File: src/rtl/fetch_pkg.sv
// fetch_pkg: shared widths, opcodes and queue entry type for the fetch stage
package fetch_pkg;
   localparam int INSTR_W = 16;
   localparam int PC_W    = 16;
   localparam int OPC_LSB = 0;
   localparam int OPC_MSB = 3;
   localparam logic [3:0] OP_HALT = 4'hF;
   localparam logic [3:0] OP_NOOP = 4'h0;

   typedef struct packed {
      logic [INSTR_W-1:0] instr;
      logic [PC_W-1:0]    pc;
   } fetch_entry_t;

   function automatic logic [3:0] opcode(input logic [INSTR_W-1:0] i);
      return i[OPC_MSB:OPC_LSB];
   endfunction
endpackage

File: src/rtl/fetch_unit_if.sv
// fetch_unit_if: instruction-memory, decoder and redirect signals of the fetch stage
interface fetch_unit_if;
   import fetch_pkg::*;
   logic               imem_en;
   logic [PC_W-1:0]    imem_addr;
   logic [INSTR_W-1:0] imem_data;
   logic               out_valid;
   logic [INSTR_W-1:0] out_instr;
   logic [PC_W-1:0]    out_pc;
   logic               out_ready;
   logic               redirect_valid;
   logic [PC_W-1:0]    redirect_pc;
   logic               halted;

   modport master (
      output imem_en, imem_addr, out_valid, out_instr, out_pc, halted,
      input  imem_data, out_ready, redirect_valid, redirect_pc
   );

   modport slave (
      input  imem_en, imem_addr, out_valid, out_instr, out_pc, halted,
      output imem_data, out_ready, redirect_valid, redirect_pc
   );
endinterface

File: src/rtl/fetch_queue.sv
// fetch_queue: circular FIFO of fetched instructions; flush overrides push and pop
module fetch_queue
   import fetch_pkg::*;
#(
   parameter int DEPTH = 4
) (
   input  logic                     clk,
   input  logic                     rst,
   input  logic                     flush,
   input  logic                     push,
   input  logic                     pop,
   input  fetch_entry_t             push_data,
   output fetch_entry_t             head,
   output logic [$clog2(DEPTH):0]   count
);
   localparam int AW = $clog2(DEPTH);

   logic [AW-1:0] rd_ptr_q, rd_ptr_d, wr_ptr_q, wr_ptr_d;
   logic [AW:0]   count_q, count_d;
   fetch_entry_t  mem_q [DEPTH];

   // next pointers and occupancy; pointers wrap naturally since DEPTH is a power of two
   always_comb begin
      rd_ptr_d = flush ? '0 : rd_ptr_q + AW'(pop);
      wr_ptr_d = flush ? '0 : wr_ptr_q + AW'(push);
      count_d  = flush ? '0 : count_q + (AW+1)'(push) - (AW+1)'(pop);
   end

   // pointer and occupancy registers
   always_ff @(posedge clk or posedge rst) begin
      if (rst) begin
         rd_ptr_q <= '0;
         wr_ptr_q <= '0;
         count_q  <= '0;
      end else begin
         rd_ptr_q <= rd_ptr_d;
         wr_ptr_q <= wr_ptr_d;
         count_q  <= count_d;
      end
   end

   // storage is not reset; only slots below count are ever presented as valid
   always_ff @(posedge clk) begin
      if (push && !flush) mem_q[wr_ptr_q] <= push_data;
   end

   assign head  = mem_q[rd_ptr_q];
   assign count = count_q;
endmodule

File: src/rtl/fetch_unit.sv
// fetch_unit: PC generation, 1-cycle imem reads, instruction queue, redirect and halt handling
module fetch_unit
   import fetch_pkg::*;
#(
   parameter int              DEPTH    = 4,
   parameter logic [PC_W-1:0] RESET_PC = '0
) (
   input logic         clk,
   input logic         rst,
   fetch_unit_if.master io
);
   localparam int CW = $clog2(DEPTH) + 1;

   logic [PC_W-1:0] pc_q, pc_d, ipc_q, ipc_d;
   logic            inflight_q, inflight_d, halted_q, halted_d;
   logic            issue, push, pop, halt_pop, flush, valid;
   logic [PC_W-1:0] addr;
   logic [CW-1:0]   count;
   fetch_entry_t    head, ret;

   fetch_queue #(.DEPTH(DEPTH)) u_queue (
      .clk       (clk),
      .rst       (rst),
      .flush     (flush),
      .push      (push),
      .pop       (pop),
      .push_data (ret),
      .head      (head),
      .count     (count)
   );

   // issue credit covers queued plus in-flight entries and ignores a same-cycle pop, so the queue cannot overflow
   always_comb begin
      issue      = !halted_q && (io.redirect_valid || (({1'b0, count} + (CW+1)'(inflight_q)) < (CW+1)'(DEPTH)));
      addr       = io.redirect_valid ? io.redirect_pc : pc_q;
      valid      = (count != '0) && !io.redirect_valid && !halted_q;
      pop        = valid && io.out_ready;
      halt_pop   = pop && (opcode(head.instr) == OP_HALT);
      flush      = io.redirect_valid || halt_pop;
      push       = inflight_q && !io.redirect_valid && !halted_q;
      ret        = '{instr: io.imem_data, pc: ipc_q};
      pc_d       = issue ? addr + 1'b1 : pc_q;
      ipc_d      = issue ? addr : ipc_q;
      inflight_d = issue;
      halted_d   = halted_q || halt_pop;
   end

   // PC, in-flight tracking and the sticky halt flag
   always_ff @(posedge clk or posedge rst) begin
      if (rst) begin
         pc_q       <= RESET_PC;
         ipc_q      <= '0;
         inflight_q <= 1'b0;
         halted_q   <= 1'b0;
      end else begin
         pc_q       <= pc_d;
         ipc_q      <= ipc_d;
         inflight_q <= inflight_d;
         halted_q   <= halted_d;
      end
   end

   assign io.imem_en   = issue;
   assign io.imem_addr = addr;
   assign io.out_valid = valid;
   assign io.out_instr = head.instr;
   assign io.out_pc    = head.pc;
   assign io.halted    = halted_q;
endmodule

File: src/flat_wrapper.sv
// flat-port wrapper written by rule: the top's interface ports become plain ports
module fetch_unit_flat import fetch_pkg::*;
#(
   parameter int              DEPTH    = 4,
   parameter logic [PC_W-1:0] RESET_PC = '0
)
  (clk, rst, io_imem_en, io_imem_addr, io_out_valid, io_out_instr, io_out_pc, io_halted, io_imem_data, io_out_ready, io_redirect_valid, io_redirect_pc);
  fetch_unit_if io_i ();
  input logic clk;
  input logic rst;
  output wire logic [$bits(io_i.imem_en)-1:0] io_imem_en;
  output wire logic [$bits(io_i.imem_addr)-1:0] io_imem_addr;
  output wire logic [$bits(io_i.out_valid)-1:0] io_out_valid;
  output wire logic [$bits(io_i.out_instr)-1:0] io_out_instr;
  output wire logic [$bits(io_i.out_pc)-1:0] io_out_pc;
  output wire logic [$bits(io_i.halted)-1:0] io_halted;
  input wire logic [$bits(io_i.imem_data)-1:0] io_imem_data;
  input wire logic [$bits(io_i.out_ready)-1:0] io_out_ready;
  input wire logic [$bits(io_i.redirect_valid)-1:0] io_redirect_valid;
  input wire logic [$bits(io_i.redirect_pc)-1:0] io_redirect_pc;
  assign io_imem_en = io_i.imem_en;
  assign io_imem_addr = io_i.imem_addr;
  assign io_out_valid = io_i.out_valid;
  assign io_out_instr = io_i.out_instr;
  assign io_out_pc = io_i.out_pc;
  assign io_halted = io_i.halted;
  assign io_i.imem_data = io_imem_data;
  assign io_i.out_ready = io_out_ready;
  assign io_i.redirect_valid = io_redirect_valid;
  assign io_i.redirect_pc = io_redirect_pc;
  fetch_unit #(.DEPTH(DEPTH), .RESET_PC(RESET_PC)) u_core (.clk(clk), .rst(rst), .io(io_i));
endmodule
File: config.mk
export PLATFORM = sky130hd
export DESIGN_NAME = fetch_unit_flat
export DESIGN_NICKNAME = d
export VERILOG_FILES = /design/src/rtl/fetch_pkg.sv /design/src/rtl/fetch_unit_if.sv /design/src/rtl/fetch_queue.sv /design/src/rtl/fetch_unit.sv /design/src/flat_wrapper.sv
export SDC_FILE = /design/constraint.sdc
export NUM_CORES = 1
export LEC_CHECK = 0
export BUFFER_PORTS_ARGS = -buffer_cell sky130_fd_sc_hd__clkbuf_2
export CORE_UTILIZATION = 30
export DETAILED_ROUTE_END_ITERATION = 8
export PLACE_DENSITY = 0.45
export SLEW_MARGIN = 20
export SYNTH_ARGS = -nofsm -noshare
export SYNTH_HDL_FRONTEND = slang
export SYNTH_SLANG_ARGS = --single-unit
File: constraint.sdc
create_clock -name clk -period 5.11 [get_ports clk]
set_clock_uncertainty 0.15 [all_clocks]
set_input_delay 1.022 -clock clk [delete_from_list [all_inputs] [get_ports clk]]
set_output_delay 1.022 -clock clk [all_outputs]
set_load 0.01 [all_outputs]
Yosys cells after proc, flatten, opt, wreduce, memory -nomap -nowiden
Memories as Yosys holds them, arrays and structs flattened.
Cells that the tools add are included.
{ "op_classes": {"mux": 6, "n_eq_ne": 1, "n_reduce_logical": 15, "addsub": 6, "magnitude_cmp": 1} }
{ "ops": {"columns": ["operator", "n"], "rows": [
  ["$add A16 B1 Y16 const B", 1],
  ["$mux W16", 1],
  ["$logic_and A1 B1 Y1", 8],
  ["$add A2 B1 Y2", 2],
  ["$add A3 B1 Y4", 1],
  ["$eq A4 B4 Y1 const B", 1],
  ["$lt A4 B3 Y1 const B", 1],
  ["$mux W2", 2],
  ["$add A3 B1 Y3", 1],
  ["$logic_not A1 Y1", 3],
  ["$logic_or A1 B1 Y1", 3],
  ["$mux W3", 1],
  ["$reduce_bool A3 Y1", 1],
  ["$sub A3 B1 Y3", 1],
  ["$mux W1", 2]
]} }
{ "word_totals": {"ram_bits": 128, "ff_bits": 41, "n_memories": 1, "inputBits": 36, "output_inout_bits": 51} }
{ "mem_list": {"columns": ["name", "words", "width", "rd", "rd_ports_with_merged_regs", "wr", "line_no", "rtl"], "rows": [
  ["u_core.u_queue.mem_q", 4, 32, 1, 0, 1, "fetch_queue.sv:20", "fetch_entry_t mem_q [DEPTH];"]
]} }

Longest topological paths before layout
{ "logic_depth": {"depth_word": 10, "mapped_depth": 9, "depth_no_buf": 8} }

Hierarchy
Synthesis repeated with hierarchy kept, for this count alone.
{ "hier_totals": {"cells_unflattened": 387, "area_unflattened_um2": 6902.9} }
{ "by_module_without_submodules": {"columns": ["mod", "instances", "seq_area_each_um2", "area_each_um2", "cells_per_inst"], "rows": [
  ["fetch_queue", 1, 4018.9, 5041.1, 199],
  ["fetch_unit", 1, 850.8, 1861.8, 188]
]} }

Least setup slack after synthesis
No wires, ideal clock.
{ "synth_path": {"kind": "input -> register", "start": "in io_redirect_valid", "end": "mem u_core.u_queue.mem_q[1][0] in the netlist's numbering (enable)", "setup_slack_ns": -0.528, "cell_stages": 6, "n_path_buf": 2, "arrival_time_ns": 4.975, "path_cell_list": "buf_6 -> nor2_1 -> o311a_1 -> and4_1 -> buf_6 -> nor4b_1"} }
{ "synth_via": {"elab_chain_cells": 10, "word_cells_on_any_way": 12, "classes_between": "mux: 2; reduce/logical: 10"} }
{ "synth_rtl": {"columns": ["item", "line_no", "rtl"], "rows": [
  ["start, declared", "flat_wrapper.sv:19", "input wire logic [$bits(io_i.redirect_valid)-1:0] io_redirect_valid;"],
  ["$logic_not A1 Y1", "fetch_unit.sv:36, fetch_unit.sv:40", null],
  ["$logic_and A1 B1 Y1 (2 in series)", "fetch_unit.sv:36", "valid = (count != '0) && !io.redirect_valid && !halted_q;"],
  ["$logic_and A1 B1 Y1", "fetch_unit.sv:37", "pop = valid && io.out_ready;"],
  ["$logic_and A1 B1 Y1", "fetch_unit.sv:38", "halt_pop = pop && (opcode(head.instr) == OP_HALT);"],
  ["$logic_or A1 B1 Y1", "fetch_unit.sv:39", "flush = io.redirect_valid || halt_pop;"],
  ["$logic_not A1 Y1", "fetch_queue.sv:44", "if (push && !flush) mem_q[wr_ptr_q] <= push_data;"],
  ["$logic_and A1 B1 Y1 *", "fetch_queue.sv:44", null],
  ["$mux W1 *", "fetch_queue.sv:44", null],
  ["$mux W1 (not written as such) *", "fetch_queue.sv:44", null],
  ["end, declared", "fetch_queue.sv:20", null]
]} }
Mark *: on every way between the ends. The rest lies on a longest branch, timed or not.

Final worst setup path
{ "layout_path": {"start": "in io_redirect_valid", "end": "out io_imem_addr[14]"} }
{ "layout_via": {"elab_chain_cells": 1} }
{ "layout_rtl": {"columns": ["item", "line_no", "rtl"], "rows": [
  ["$mux W16", "fetch_unit.sv:35", "addr = io.redirect_valid ? io.redirect_pc : pc_q;"],
  ["end, declared", "flat_wrapper.sv:12", "output wire logic [$bits(io_i.imem_addr)-1:0] io_imem_addr;"]
]} }
Every way passes these cells.

==> flow_metrics.tcl <==
set metrics [dict create \
    powerDensity_mw_per_mm2 540 \
    layout-drive-gt1-share_pct 42.3 \
    worstSetupEndpointType "primary output" \
    placementRows 55 \
    power_frac_comb_pct 24.3 \
    power.share.clock_pct 29.2 \
    crit_chain "clkbuf_2 > mux2i_1 > inv_1 > clkbuf_2" \
    synth_warnings 0 \
    timing.final.max_slew_violations 0 \
    tns_ns 0 \
    cp_common_cell "clkbuf_2" \
    p_leak_nw 3.00 \
    drc 2 \
    rsz0062_at_grt "no" \
    place_congestion 0.753 \
    period_minus_slack_ns 3.52 \
    viasPerCell 4.75 \
    whs_ns 0.360 \
    grt_pass1_wl_um 22500 \
    cts_max_path_buffers 2 \
    setup_viol 0 \
    relSlewSlack_pct 45.5 \
    finalInstanceArea_sq_mm 0.00833 \
    fill_cells 2119 \
    num-nets-final 515 \
    min_path_type "reg -> reg" \
    portBuffers 86 \
    via_count 3656 \
    async_flop_share_pct 24.3 \
    cts_setup_buffers 0 \
    status "complete, but fails checks" \
    place_area_sq_mm 0.00772 \
    ant_nets 0 \
    post-dp-hpwl_um 8980 \
    cp_max_fo 38 \
    die_w_um 154 \
    startpoint_type "input port" \
    antenna_found_initial 0 \
    worstSetupPathType "in -> out" \
    post-route-period-util_pct 68.9 \
    overflow 0 \
    dieHeight_um 154 \
    synth_fp_nets 419 \
    core_sq_mm 0.0226 \
    wirelength_um 14200 \
    rr_worst_depth 5 \
    die-area_sq_mm 0.0236 \
    antennaDiodeCount 0 \
    ctsResizeCount 0 \
    drt_iter0_drc 157 \
    p_int_mw 3.14 \
    start_util_pct 30.5 \
    avgSynthCellArea_sq_um 18.4 \
    switching_power_mw 1.36 \
    cp.required_ns 3.94 \
    synth_ff_type "edfxtp_1" \
    fmax_mhz 284 \
    synth.distinct_cells 42 \
    hold_viol_final 0 \
    cap_violations 0 \
    hold_depth 1 \
    h-tree-depth 4 \
    wl_per_cell_um 18.4 \
    cp_slowest_cell "clkbuf_2" \
    clock_latency_ns 0.42 \
    grt_pass1_vias 3944 \
    drtPass1Iterations 6 \
    p_sw_share_pct 30.3 \
    p_seq_share_pct 46.5 \
    ys_seq_area_share_pct 70.5 \
    root_buffer "clkbuf_16" \
    synth_edf_count 128 \
    grt_max_degree 42 \
    power.total_mw 4.50 \
    violations "DRC" \
    grt.total_usage_pct 13.0 \
    netlist_instances 376 \
    clock-sinks 169 \
    worst_path_largest_cell_delay_ns 0.58 \
    syn_to_final_growth_pct 20.6 \
    io-pin-count 87 \
    worst_pin_slew_ns 0.817 \
    critPathArrivalTime_ns 2.35 \
    cts_tree "built" \
    ys_ff_latch 169 \
    syn-cell-area_sq_mm 0.00691 \
    post-route-util_pct 36.8 \
    cts-buffers-inserted 17 \
    clk_pin_slew_ns 0.07 \
    hold_buffers 0 \
    ir_worst_vdd_uv 205 \
]
-- synth_stat cells (3+ instances only) --
library cell	instances	area share [%]
a21oi_1	7	0.51
and2_1	4	0.36
buf_2	8	0.58
buf_6	3	0.49
clkbuf_1	5	0.27
dfrtp_1	41	15
edfxtp_1	128	56
ha_1	6	1.1
inv_1	9	0.49
mux2_2	39	6.4
mux2i_1	3	0.43
mux4_2	32	10
nand2_1	13	0.71
nand3_1	9	0.65
nand3b_1	6	0.65
nand4_1	8	0.72
nor2_1	13	0.71
o21ai_0	3	0.22
xnor2_1	14	1.8
xor2_1	3	0.38
-- layer usage --
layer / wire length [um] / up-vias / track usage [%]
li1: - / 1666 / -
met1: 6660 / 1901 / 17.3
met2: 6830 / 80 / 20.7
met3: 555 / 9 / 3.44
met4: 137 / 0 / 4.38
met5: 0 / - / 0
-- worst max-delay path, delay by kind of cell --
family | cells | cell delay [ns]
mux | 1 | 0.46
buf+inv | 3 | 0.86
-- state kept, by name (all words and copies together) (netlist names) --
register                 flops
u_core.io.halted             1
u_core.u_queue.wr_ptr_q      2
u_core.ipc_q                16
u_core.u_queue.count         3
u_core.u_queue.mem_q       128
u_core.u_queue.rd_ptr_q      2
u_core.inflight_q            1
u_core.pc_q                 16
-- metrics by stage --
stage	cells	setup slack, ns
after floorplan	376	0.635
after global placement	738	1.47
after detailed placement	738	1.45
after CTS	770	1.55
after global routing	770	1.45
final	770	1.59
-- cell families after synthesis --
family	share of synthesized area (%)
AO/OA/AOI/OAI	1.56
XOR/XNOR	2.15
adder cells (fa/ha/maj)	1.38
buffers and inverters	1.94
flip-flops	70.5
multiplexers	17.2
AND/OR/NAND/NOR	5.29
-- final timing paths --
kind / startpoint / end / slack [ns]
worst max-delay path: io_redirect_valid / io_imem_addr[14] / 1.59
worst min-delay path: u_core.pc_q[14] / u_core.pc_q[14] / 0.36
worst max register to register: u_core.u_queue.rd_ptr_q[0] / u_core.u_queue.mem_q[2][13] / 2.11
worst min register to register: u_core.pc_q[14] / u_core.pc_q[14] / 0.36
max in group asynchronous: rst / u_core.u_queue.rd_ptr_q[0] / 3.82
min in group asynchronous: rst / u_core.pc_q[6] / 0.57
-- final cells by class --
class | count | area (sq um) | area share (%)
flip-flops and latches | 169 | 4870 | 58.5
multi-input cells | 181 | 1970 | 23.6
repair buffers | 94 | 490 | 5.89
clock buffers | 17 | 425 | 5.11
well taps | 285 | 357 | 4.28
clock inverters | 15 | 186 | 2.24
inverters | 9 | 33.8 | 0.405
-- placed cells by master, fill, tap and decap left out, types with 6 or more instances in the layout --
cell and n:
clkbuf_16 17, nand4_1 8, a21oi_1 7, mux4_2 32
dfrtp_1 40, mux2_2 39, ha_1 6, nor2_1 13
clkbuf_2 86, nand3_1 9, nand2_1 13, xnor2_1 14
inv_1 9, nand3b_1 6, buf_4 8, edfxtp_1 128
-- power by group through the flow --
| stage | registers (mW) | clock network, mW | logic (mW) |
|---|---|---|---|
| after CTS | 2.10 | 1.35 | 1.13 |
| after floorplan | 2.03 | 0 | 0.766 |
| after detailed placement | 2.13 | 0 | 1.13 |
| after global placement | 2.11 | 0 | 1.12 |
| final | 2.09 | 1.31 | 1.09 |
| after global routing | 2.14 | 1.40 | 1.21 |
Power figures use the tool's default switching activity.
